==> config.mk <==
export PLATFORM = sky130hd
export DESIGN_NAME = delayed_adder
export DESIGN_NICKNAME = d
export VERILOG_FILES = /design/src/rtl/delayed_adder.sv
export SDC_FILE = /design/constraint.sdc
export NUM_CORES = 1
export LEC_CHECK = 0
export CAP_MARGIN = 20
export CORE_MARGIN = 3
export CORE_UTILIZATION = 48
export CTS_CLUSTER_SIZE = 10
export DETAILED_ROUTE_END_ITERATION = 10
export GPL_TIMING_DRIVEN = 0
export PLACE_DENSITY_LB_ADDON = 0.25
export SLEW_MARGIN = 15
export SYNTH_ARGS = -nofsm -noshare
export SYNTH_HDL_FRONTEND = slang
export SYNTH_SLANG_ARGS = --single-unit
export TNS_END_PERCENT = 10
==> constraint.sdc <==
create_clock -name clk -period 1.5 [get_ports clk]
set_input_delay 0.15 -clock clk [delete_from_list [all_inputs] [get_ports clk]]
set_output_delay 0.15 -clock clk [all_outputs]
set_load 0.005 [all_outputs]
==> src/rtl/delayed_adder.sv <==
// delayed_adder: registered a+b delivered LATENCY non-held edges after capture.
// Ports: clk, rst (sync, active-high), a, b, in_valid, hold -> sum, out_valid.
module delayed_adder #(
  parameter int WIDTH   = 4,
  parameter int LATENCY = 2
) (
  input  logic             clk,
  input  logic             rst,
  input  logic [WIDTH-1:0] a,
  input  logic [WIDTH-1:0] b,
  input  logic             in_valid,
  input  logic             hold,
  output logic [WIDTH:0]   sum,
  output logic             out_valid
);

  // The sum is formed at capture, so the line carries WIDTH+1 bits.
  logic [WIDTH:0]     sd [LATENCY];
  logic [LATENCY-1:0] sv;

  always_ff @(posedge clk) begin
    if (rst) begin
      for (int i = 0; i < LATENCY; i++) begin
        sd[i] <= '0;
      end
      sv        <= '0;
      sum       <= '0;
      out_valid <= 1'b0;
    end else if (!hold) begin
      sd[0] <= {1'b0, a} + {1'b0, b};
      sv[0] <= in_valid;
      for (int i = 1; i < LATENCY; i++) begin
        sd[i] <= sd[i-1];
        sv[i] <= sv[i-1];
      end
      out_valid <= sv[LATENCY-1];
      // A bubble leaves the last valid result on sum.
      if (sv[LATENCY-1]) begin
        sum <= sd[LATENCY-1];
      end
    end
  end

endmodule

==> results_dict.tcl <==
set metrics [dict create \
    final.min_clock_period_ns 1.42 \
    critPathSlowestCell "clkdlybuf4s50_1" \
    synth_compound_area_share_pct 5.08 \
    grt_max_degree 11 \
    cts_tree "yes" \
    cts.clk_slew.worst_paths_ns 0.10 \
    cap_violations 0 \
    synthXorXnorAreaFrac_pct 0 \
    multi_input_area_um2 315 \
    synthMostInstantiatedCell "edfxtp_1" \
    finalHoldViolCount 0 \
    synth.top_cell.area_share_pct 36.9 \
    reg2reg_from "sv[1]" \
    nFillCells 111 \
    drt-total-wl_um 1190 \
    ff2ff_path_depth 4 \
    fmax_mhz 704 \
    reg2reg_setup_slack_ns 0.53 \
    drc 0 \
    critPathCaptureType "register" \
    grt-busiest-layer "met2" \
    hpwl_um 943 \
    finalCritPeriodShare_pct 94.7 \
    drt-vias-per-instance 5.24 \
    slew_violations 0 \
    cpLargestDelayFamily "buffers and inverters" \
    avgSynthCellArea_um2 12.3 \
    r2r-end "sum[0]" \
    synth_common_cells "edfxtp_1 (10), nor2_1 (9), dfxtp_1 (8)" \
    htree_levels 1 \
    design_area_um2 1030 \
    dr.pass1.iters 2 \
    placed_cell_area_um2 993 \
    crit_type "in -> reg" \
    nets 104 \
    fin_util_pct 66.4 \
    setup_violations 0 \
    root_buffer "clkbuf_4" \
    worst_pin_slew_ns 0.478 \
    worst-path-max-fanout 10 \
    setup_tns_ns 0 \
    status "finished clean" \
    hp-start "hold" \
    clock_path_buffers 2 \
    post-synth-top-area-cell "edfxtp_1" \
    synth_edf_count 10 \
    grt_pass1_wl_um 2020 \
    critical_path_arrival_ns 1.36 \
    vdd_drop_max_mv 0.423 \
    start_kind "input pin" \
    synth_top_family_by_area "simple AND/OR/NAND/NOR gates" \
    synthDistinctLibCells 22 \
    syn_nets 83 \
    cts.sinks 18 \
    cp.buffers_inverters 2 \
    p_leak_nw 0.407 \
    overflow 0 \
    critPathMaxStageDelay_ns 0.53 \
    synthCells 66 \
    gp_congestion 0.704 \
    synth.mux.area_fraction_pct 8.62 \
    dp_cells 98 \
    postRouteAntennaNets 0 \
    drtIter0Drc 4 \
    crit_chain "clkdlybuf4s50_1 > buf_2 > nand2b_1" \
    worstSkewPairLatency_ns 0.29 \
    synthTopCellsByArea "edfxtp_1 (37%), dfxtp_1 (20%), mux2i_1 (8.6%)" \
    grt_use_met2_pct 25.5 \
    use_met1_pct 13.7 \
    die_h_um 47.2 \
    io_buffer_count 16 \
    vias 534 \
    synth-seq-area-share_pct 56.6 \
    row_count 14 \
    seq_area_um2 460 \
    start_util_pct 52.2 \
    die_area_um2 2220 \
    synthAdderAreaFrac_pct 8.62 \
    numCtsBuffers 3 \
    relSlewSlack_pct 68.2 \
    grt_pass1_vias 508 \
    drive_gt1_share_pct 12.8 \
    wl_per_cell_um 11.7 \
    cp.required_ns 1.44 \
    coreArea_um2 1560 \
    rsz0062_at_grt "no" \
    grt_antenna_before_repair 0 \
    fp.dieW_um 47.2 \
    cts_setup_buffers 0 \
    min_path_cells 3 \
    holdPathEnd "sv[0]" \
    finalNonFillerCells 102 \
    yosys_warnings 0 \
    p_per_area_nw_per_um2 919 \
    ys_async_sr_fraction_pct 0 \
    synth-seq-cells 18 \
    area.growth.synth_to_final_pct 27.2 \
    yosys.area_share.simple_pct 15.8 \
    skew_ns 0.00198 \
    synth.cell_area_um2 813 \
    min_path_type "in -> reg" \
    antennaDiodeCount 0 \
    gr-usage-met3_pct 3.83 \
    grt.total_usage_pct 13.9 \
    yosys_most_used_dff "edfxtp_1" \
    whs_ns 0.168 \
    io_pins 18 \
]
[metal layers]
layer | wire (um) | part of all wire [%]
met1 | 480 | 40
met2 | 631 | 53
met3 | 66 | 5.5
met4 | 15 | 1.3
met5 | 0 | 0
[registers in the layout, indices dropped and copies added (netlist names)]
name / flops
out_valid: 1
sum: 5
sd: 10
sv: 2
[worst reg2reg max path: cells and delay by family, from the launching register on]
family,cells,cell delay (ns)
DFF,1,0.35
buffers and inverters,1,0.13
muxes,1,0.19
and+or+nand+nor,2,0.20
[cell type report]
class,instances,share of cell area [%]
clock buffers,4,3.51
plain buffers,3,2.66
flip-flops and latches,18,44.5
multi-input cells,41,30.5
inverters,4,1.45
repair buffers,16,15.5
well taps,16,1.93
[worst max path at each step]
| stage | start | end | slack, ns | cells past startpoint |
|---|---|---|---|---|
| 5_1_grt | a[0] | sd[0][4] | 0.006 | 7 |
| 2_1_floorplan | a[0] | sd[0][4] | 0.32 | 6 |
| 6_report | rst | sd[0][4] | 0.08 | 3 |
| 4_1_cts | a[0] | sd[0][4] | 0.04 | 7 |
| 3_5_place_dp | a[0] | sd[0][4] | -0.26 | 7 |
| 3_3_place_gp | a[0] | sd[0][4] | -0.23 | 7 |
[cells by family after synthesis]
logic type,Yosys count
compound gates,6
buf+inv,7
fa+ha+maj,5
mux,7
simple gates,23
flops,18
[metrics by stage]
step                setup slack, ns  total power [mW]
floorplan                     0.318             0.626
global placement             -0.233             0.668
detailed placement           -0.261             0.676
CTS                          0.0417             0.960
global route                0.00635             0.986
finish                       0.0801             0.951
[power breakdown]
part	total [mW]	internal [mW]	switching, mW
Sequential	0.556	0.549	0.00686
Combinational	0.107	0.0589	0.0485
Clock	0.288	0.148	0.140
[timing repair]
action	4_1_cts	5_1_grt
endpoints found under the setup margin	0	2
hold buffers	0	0
gates resized for setup	0	2
[cells in the final DEF (no fill, tap or decap)]
master,n
nor2_4,1
inv_1,4
buf_6,2
nand4_1,1
a21oi_1,2
ha_1,3
dfxtp_1,8
clkdlybuf4s50_1,16
nand2b_1,1
o21ai_0,1
buf_2,1
nand3_1,1
nor2b_1,1
clkbuf_8,1
nor3_1,1
clkbuf_4,3
a2111o_1,1
and2_1,6
nand2_1,1
ha_2,1
o21a_1,2
fa_2,1
mux2i_1,7
nor2b_4,1
edfxtp_1,10
nor2_1,9
Note: power is estimated with default switching activity, not from simulation.
